## config.mk

```make
export PLATFORM = sky130hd
export DESIGN_NAME = remocon_ir_tx
export DESIGN_NICKNAME = d
export VERILOG_FILES = /design/src/rtl/remocon_ir_tx.sv
export SDC_FILE = /design/constraint.sdc
export NUM_CORES = 1
export LEC_CHECK = 0
export CORE_MARGIN = 2
export CORE_UTILIZATION = 39
export CTS_BUF_LIST = sky130_fd_sc_hd__clkbuf_2 sky130_fd_sc_hd__clkbuf_4 sky130_fd_sc_hd__clkbuf_8
export CTS_CLUSTER_DIAMETER = 60
export DETAILED_ROUTE_END_ITERATION = 7
export PLACE_DENSITY_LB_ADDON = 0.05
export SLEW_MARGIN = 0
export SYNTH_ARGS = -nofsm -noshare
export SYNTH_HDL_FRONTEND = slang
export SYNTH_SLANG_ARGS = --single-unit
```

## constraint.sdc

```tcl
create_clock -name clk -period 3.2 [get_ports clk]
set_input_delay 0.8 -clock clk [delete_from_list [all_inputs] [get_ports clk]]
set_output_delay 0.8 -clock clk [all_outputs]
set_load 0.01 [all_outputs]
```

## src/rtl/remocon_ir_tx.sv

```systemverilog
// remocon_ir_tx -- handheld IR remote transmitter (channel up/down).
//
// Sends one pulse-distance frame per button press: 8 units lead mark,
// 4 units lead space, 24 bits (mark 1 unit, space 1 unit for '0' or
// 3 units for '1'), then a 1-unit trailing mark. The bits go out LSB
// first as ADDR, cmd, ~cmd. Presses seen while a frame is in flight are
// dropped.
//
// Ports:
//   clk      in   system clock
//   rst      in   synchronous reset, active-high
//   up       in   channel-up button (level, debounced)
//   down     in   channel-down button (level, debounced)
//   ir_out   out  IR LED drive, 1 = mark
//   busy     out  high while a frame is in flight
//   done     out  one-cycle pulse after the trailing mark
//   last_cmd out  command of the most recently started frame
//
// Build option: define CARRIER_EN to modulate marks with a 50% carrier
// of period CARRIER_DIV clocks. Otherwise marks are a steady 1 (baseband).

module remocon_ir_tx #(
   parameter int         UNIT_CYC    = 1000,
   parameter logic [7:0] ADDR        = 8'h5A,
   parameter logic [7:0] CMD_UP      = 8'h01,
   parameter logic [7:0] CMD_DOWN    = 8'h02,
   parameter int         CARRIER_DIV = 26
) (
   input  logic       clk,
   input  logic       rst,
   input  logic       up,
   input  logic       down,
   output logic       ir_out,
   output logic       busy,
   output logic       done,
   output logic [7:0] last_cmd
);

   localparam int            UW       = (UNIT_CYC > 1) ? $clog2(UNIT_CYC) : 1;
   localparam logic [UW-1:0] UNIT_MAX = UW'(UNIT_CYC - 1);

   localparam logic [2:0] S_IDLE       = 3'd0;
   localparam logic [2:0] S_LEAD_MARK  = 3'd1;
   localparam logic [2:0] S_LEAD_SPACE = 3'd2;
   localparam logic [2:0] S_BIT_MARK   = 3'd3;
   localparam logic [2:0] S_BIT_SPACE  = 3'd4;
   localparam logic [2:0] S_TRAIL_MARK = 3'd5;

   logic [2:0]    r_state;
   logic [2:0]    w_next;
   logic [UW-1:0] r_ucnt;
   logic [3:0]    r_units;     // units elapsed in the current state
   logic [3:0]    w_dur;       // length of the current state in units
   logic [4:0]    r_bitcnt;
   logic [23:0]   r_shift;
   logic          r_up_q;
   logic          r_down_q;
   logic          r_done;
   logic [7:0]    r_last_cmd;

   logic          w_up_edge;
   logic          w_down_edge;
   logic          w_accept;
   logic [7:0]    w_cmd;
   logic          w_unit_wrap;
   logic          w_state_end;
   logic          w_mark;

   assign w_up_edge   = up & ~r_up_q;
   assign w_down_edge = down & ~r_down_q;
   assign w_accept    = (r_state == S_IDLE) && (w_up_edge || w_down_edge);
   // Up wins when both buttons edge in the same cycle.
   assign w_cmd       = w_up_edge ? CMD_UP : CMD_DOWN;

   assign w_unit_wrap = (r_ucnt == UNIT_MAX);
   assign w_state_end = w_unit_wrap && (r_units == (w_dur - 4'd1));

   always_comb begin
      w_dur = 4'd1;
      case (r_state)
         S_LEAD_MARK:  w_dur = 4'd8;
         S_LEAD_SPACE: w_dur = 4'd4;
         S_BIT_SPACE:  w_dur = r_shift[0] ? 4'd3 : 4'd1;
         default:      w_dur = 4'd1;
      endcase
   end

   always_comb begin
      w_next = r_state;
      case (r_state)
         S_IDLE:       if (w_accept)    w_next = S_LEAD_MARK;
         S_LEAD_MARK:  if (w_state_end) w_next = S_LEAD_SPACE;
         S_LEAD_SPACE: if (w_state_end) w_next = S_BIT_MARK;
         S_BIT_MARK:   if (w_state_end) w_next = S_BIT_SPACE;
         S_BIT_SPACE:  if (w_state_end) w_next = (r_bitcnt == 5'd23) ? S_TRAIL_MARK : S_BIT_MARK;
         S_TRAIL_MARK: if (w_state_end) w_next = S_IDLE;
         default:                       w_next = S_IDLE;
      endcase
   end

   always_ff @(posedge clk) begin
      if (rst) begin
         r_state    <= S_IDLE;
         r_ucnt     <= '0;
         r_units    <= '0;
         r_bitcnt   <= '0;
         r_shift    <= '0;
         r_done     <= 1'b0;
         r_last_cmd <= 8'h00;
         // Held buttons at reset release must not look like presses.
         r_up_q     <= 1'b1;
         r_down_q   <= 1'b1;
      end else begin
         r_up_q   <= up;
         r_down_q <= down;
         r_state  <= w_next;
         r_done   <= (r_state == S_TRAIL_MARK) && w_state_end;
         if (w_accept) begin
            r_shift    <= {~w_cmd, w_cmd, ADDR};
            r_last_cmd <= w_cmd;
            r_bitcnt   <= '0;
            r_ucnt     <= '0;
            r_units    <= '0;
         end else if (r_state != S_IDLE) begin
            if (w_unit_wrap) begin
               r_ucnt  <= '0;
               r_units <= w_state_end ? 4'd0 : r_units + 4'd1;
            end else begin
               r_ucnt  <= r_ucnt + 1'b1;
            end
            if ((r_state == S_BIT_SPACE) && w_state_end) begin
               r_shift  <= r_shift >> 1;
               r_bitcnt <= r_bitcnt + 5'd1;
            end
         end
      end
   end

   assign w_mark = (r_state == S_LEAD_MARK) || (r_state == S_BIT_MARK) ||
                   (r_state == S_TRAIL_MARK);

`ifdef CARRIER_EN
   localparam int CW = (CARRIER_DIV > 1) ? $clog2(CARRIER_DIV) : 1;
   logic [CW-1:0] r_car;

   // Restart at phase 0 on every state change so each mark begins high.
   always_ff @(posedge clk) begin
      if (rst || (w_next != r_state))
         r_car <= '0;
      else if (r_car == CW'(CARRIER_DIV - 1))
         r_car <= '0;
      else
         r_car <= r_car + 1'b1;
   end

   assign ir_out = w_mark && (r_car < CW'(CARRIER_DIV / 2));
`else
   assign ir_out = w_mark;
`endif

   assign busy     = (r_state != S_IDLE);
   assign done     = r_done;
   assign last_cmd = r_last_cmd;

endmodule

```

* Word level (Yosys, flattened, before mapping)
Cells that the tools add are included.
Word-level totals: bits of input ports 4, word-level logic and storage cells 65, flip-flop bits (word level) 57, output and inout port bits 11
Cells by class: reductions and logical operators 16, equality and inequality tests 14, bitwise operators 5, multiplexer cells 16, $add $sub $neg 4
Operator list (count):
- $mux W24 | 3
- $mux W3 | 7
- $pmux W3 S6 | 1
- $ne A2 B2 Y1 const B | 6
- $pmux W4 S3 | 1
- $add A10 B1 Y10 const B | 1
- $eq A10 B10 Y1 const B | 1
- $mux W10 | 1
- $not A2 Y8 | 1
- $eq A3 B2 Y1 const B | 2
- $eq A3 B3 Y1 const B | 2
- $reduce_and A2 Y1 | 3
- $reduce_and A6 Y1 | 1
- $add A5 B1 Y5 const B | 1
- $eq A5 B5 Y1 const B | 1
- $add A4 B1 Y4 const B | 1
- $eq A4 B4 Y1 | 1
- $logic_and A1 B1 Y1 | 4
- $mux W2 | 2
- $mux W4 | 1
- $reduce_bool A2 Y1 | 2
- $sub A4 B1 Y4 const B | 1
- $eq A3 B1 Y1 const B | 1
- $logic_not A3 Y1 | 1
- 5 further kinds | 9

* Depth between registers and ports, before layout
depth after elaboration 9, gate-level depth with buffers 10, depth with buffers taken out 8

* Worst setup path after synthesis
No wires, ideal clock.
path type reg-to-reg, start point register r_state[2], end point register r_state[0], slack 0.685 ns, buffers on the path 1, setup time 0.086 ns, data required time 3.114 ns, arrival time 2.429 ns, stages on the path, launching flop included 10, period minus slack after synthesis 2.515 ns, cells stage by stage dfxtp_1 buf_6 nor3b_2 nand2_1 ha_1 xor2_1 mux2_4 o211ai_1 mux2_2 a211oi_1
On the way: word-level cells in the longest chain between the ends 7, elaborated cells between the ends (all ways) 19, those cells by class add/sub: 1; eq/ne: 12; mux: 2; reduce/logical: 4
Ends and longest elaborated chain:
- start: declaration | RTL line 49 | logic [2:0] r_state;
- start signal: assignment | RTL line 116 | r_state <= w_next;
- $eq A3 B3 Y1 (tied with other cells) | RTL line 80, 90
- $pmux W4 S3 | RTL line 80 | case (r_state)
- $sub A4 B1 Y4 | RTL line 76 | assign w_state_end = w_unit_wrap && (r_units == (w_dur - 4'd1));
- $eq A4 B4 Y1 | RTL line 76
- $logic_and A1 B1 Y1 | RTL line 76
- $ne A2 B2 Y1 (no source line)
- $reduce_and A6 Y1 (no source line)
Several ways; a longest one is shown, not always the timed one. A chain may end at the register's enable or synchronous reset.

* Final worst setup path
start point register r_state[0], end point register r_bitcnt[3]
On the way: word-level cells in the longest chain between the ends 7, elaborated cells between the ends (all ways) 13, those cells by class add/sub: 1; eq/ne: 4; mux: 1; reduce/logical: 7
Ends and longest elaborated chain:
- $eq A3 B3 Y1 (tied with other cells) | RTL line 80, 131
- $pmux W4 S3 | RTL line 80
- $sub A4 B1 Y4 | RTL line 76
- $eq A4 B4 Y1 | RTL line 76
- $logic_and A1 B1 Y1 | RTL line 76
- $logic_and A1 B1 Y1 | RTL line 131 | if ((r_state == S_BIT_SPACE) && w_state_end) begin
- $reduce_and A2 Y1 (no source line)
- end signal: assignment | RTL line 133 | r_bitcnt <= r_bitcnt + 5'd1;
- end: declaration | RTL line 54 | logic [4:0] r_bitcnt;
Several ways; a longest one is shown, not always the timed one.

==> run metrics <==
Worst-path clk slew 0.09 ns; Seq/Total Area, Yosys 0.440; gp weighted congestion 0.811; Fin. Hold Viols 0; total number of H-tree levels 2; area of the multi-input gates 1170 µm²; Least-Margin Pin Slew 0.738 ns; Die W 81.1 µm; Crit. End Element flop; critical path class reg -> reg; Register Area 1020 µm²; Site Rows 28; top cell type's share of synthesized area 0.440; HP Class reg -> reg; die area 6580 µm²; PD cells 467 nW/µm²; number of global-route vias before repair 1689; Synth Cell Area 2320 µm²; Routed met2 length 2000 µm; Final Setup Violations 0; initial DRC count 114; clk buf depth 2; slew margin rel. 0.508; core footprint 5850 µm²; area grow syn2layout 10.5%; fillcell total 604; GRT overflow 0; global-route wire length before repair 8280 µm; Clock Latency Late Sink 0.30 ns; Resized cells post-CTS 0; Leakage 0.913 nW; fin crit share 0.852; crit-path cells xnor2_1 > nor2_1 > ha_1 > xor2_1 > o311a_1 > o2111ai_2 > or3_1 > a21oi_1; Setup WS post-layout 0.474 ns; WP buf/inv 0; top_reg_cell synth dfxtp_1; Crit path max-delay family compound AO/OA/AOI/OAI gates; Post-layout nets 291; die height 81.1 µm; total CTS buffers 5; clock sink count 51; total track usage 0.162; CP max stage cell dfxtp_1; vias per inst 5.03; Vias 1804; Peak VDD IR 0.000250 V; area leader, netlist dfxtp_1; Yosys reg bits 51; Largest stage delay, worst path 0.58 ns; Worst Clk Skew 0.0107 ns; CTS tree done; post-detail-place hpwl 3290 µm; Port Buffers 8; Avg WL per Cell 13.3 µm; DRT antenna net count 0; EDFF count, synth 0; first-pass iteration count of the detailed router 4; synth top area cells dfxtp_1, nand2_1, a21oi_1; Worst setup SP type flop; RSZ-0062 raised after global routing no; DRC viols 0; distinct cell type count after synthesis 46; Root Buffer clkbuf_8; max-slew violation count 0; post-CTS setup buffer count 0; Post-Syn Instances 273; Req. time, crit path 3.44 ns; antenna violations before repair 0; total negative slack 0 ns; synth warn 0; # hold bufs at CTS 0; Tmin final 2.73 ns; placed insts 351; top-count cell post-synth dfxtp_1; Finished Layout Cells 359; share of cells above drive strength 1 0.102; Routed WL 4770 µm; metal3 WL 114 µm; Async SR Flop Fraction 0; fin util 0.438; initial core utilization 0.396; dpl ws 0.485 ns; n_diodes 0; highest routed layer met4; I/O pin count 15; # Max-Cap Violations 0; status finished clean; synthesized area per cell 8.50 µm²; Worst Path Arrival 2.96 ns; DRT met1 WL 2620 µm; synth cell count leaders dfxtp_1, nand2_1, nor2_1; Fmax 367 MHz; CP max FO 18; largest net degree at the start of global routing 24
[area by class of cell]
class | instances | area share
Inverter | 6 | 0.00879
Clock buffer | 7 | 0.0352
Multi-Input combinational cell | 201 | 0.457
Sequential cell | 51 | 0.398
Tap cell | 75 | 0.0366
Clock inverter | 1 | 0.00342
Timing Repair Buffer | 18 | 0.0605
[sequential cells by signal (all words and copies together), names as in the netlist]
signal,count
done,1
last_cmd,2
r_bitcnt,5
r_down_q,1
r_shift,24
r_state,3
r_ucnt,10
r_units,4
r_up_q,1
[cells by family (layout without fill, tap and decap cells)]
group	Yosys count	count (layout)	share of synthesized area
flip-flops	51	51	0.440
buffers and inverters	26	32	0.0631
XOR/XNOR	13	13	0.0491
AO/OA/AOI/OAI	44	44	0.120
multiplexers	2	2	0.0113
other	1	6	0.00162
adder cells (fa/ha/maj)	4	4	0.0216
AND/OR/NAND/NOR	132	132	0.293
[layer usage]
metal | vias up | GRT usage
met5 | - | 0
met4 | 0 | 0.0475
met3 | 4 | 0.0333
met2 | 21 | 0.234
met1 | 819 | 0.241
li1 | 960 | -
[cells in the final DEF, fill, tap and decap left out, types with 5 or more instances in the layout]
cell type and count:
nor3_1 21, a21oi_1 21, buf_4 10, xor2_1 7, nand3_1 10, xnor2_1 6, nand4_1 7, nand2_1 38
clkdlybuf4s50_1 8, dfxtp_1 51, clkbuf_8 6, inv_1 5, o21ai_0 5, conb_1 6, nor2_1 27
[worst min-delay path, cell delays in order, from the launching register on]
cell and delay, ns:
dfxtp_1 0.32, nand2_1 0.05, a21oi_1 0.05
[path summary, 6_finish.rpt]
kind | startpoint | end | slack (ns) | depth (start not counted)
worst min-delay path | r_shift[15] | r_shift[15] | 0.46 | 2
worst min register to register | r_shift[15] | r_shift[15] | 0.46 | 2
worst max-delay path | r_state[0] | r_bitcnt[3] | 0.47 | 8
worst max register to register | r_state[0] | r_bitcnt[3] | 0.47 | 8
[metrics by stage]
stage	power, mW	hold WS [ns]	instance area, µm²
after floorplan	0.781	0.432	2340
after global placement	0.819	0.442	2460
after detailed placement	0.819	0.446	2460
after CTS	1.22	0.460	2560
after global routing	1.26	0.479	2560
final	1.20	0.460	2560
[power by group]
group / total (mW) / internal (mW) / leakage [nW] / switching, mW
sequential: 0.671 / 0.655 / 0.414 / 0.0158
clock: 0.394 / 0.186 / 0.0519 / 0.207
combinational: 0.133 / 0.0554 / 0.447 / 0.0771
total: 1.20 / 0.897 / 0.913 / 0.300
No activity file was read; power rests on OpenSTA's default activity.
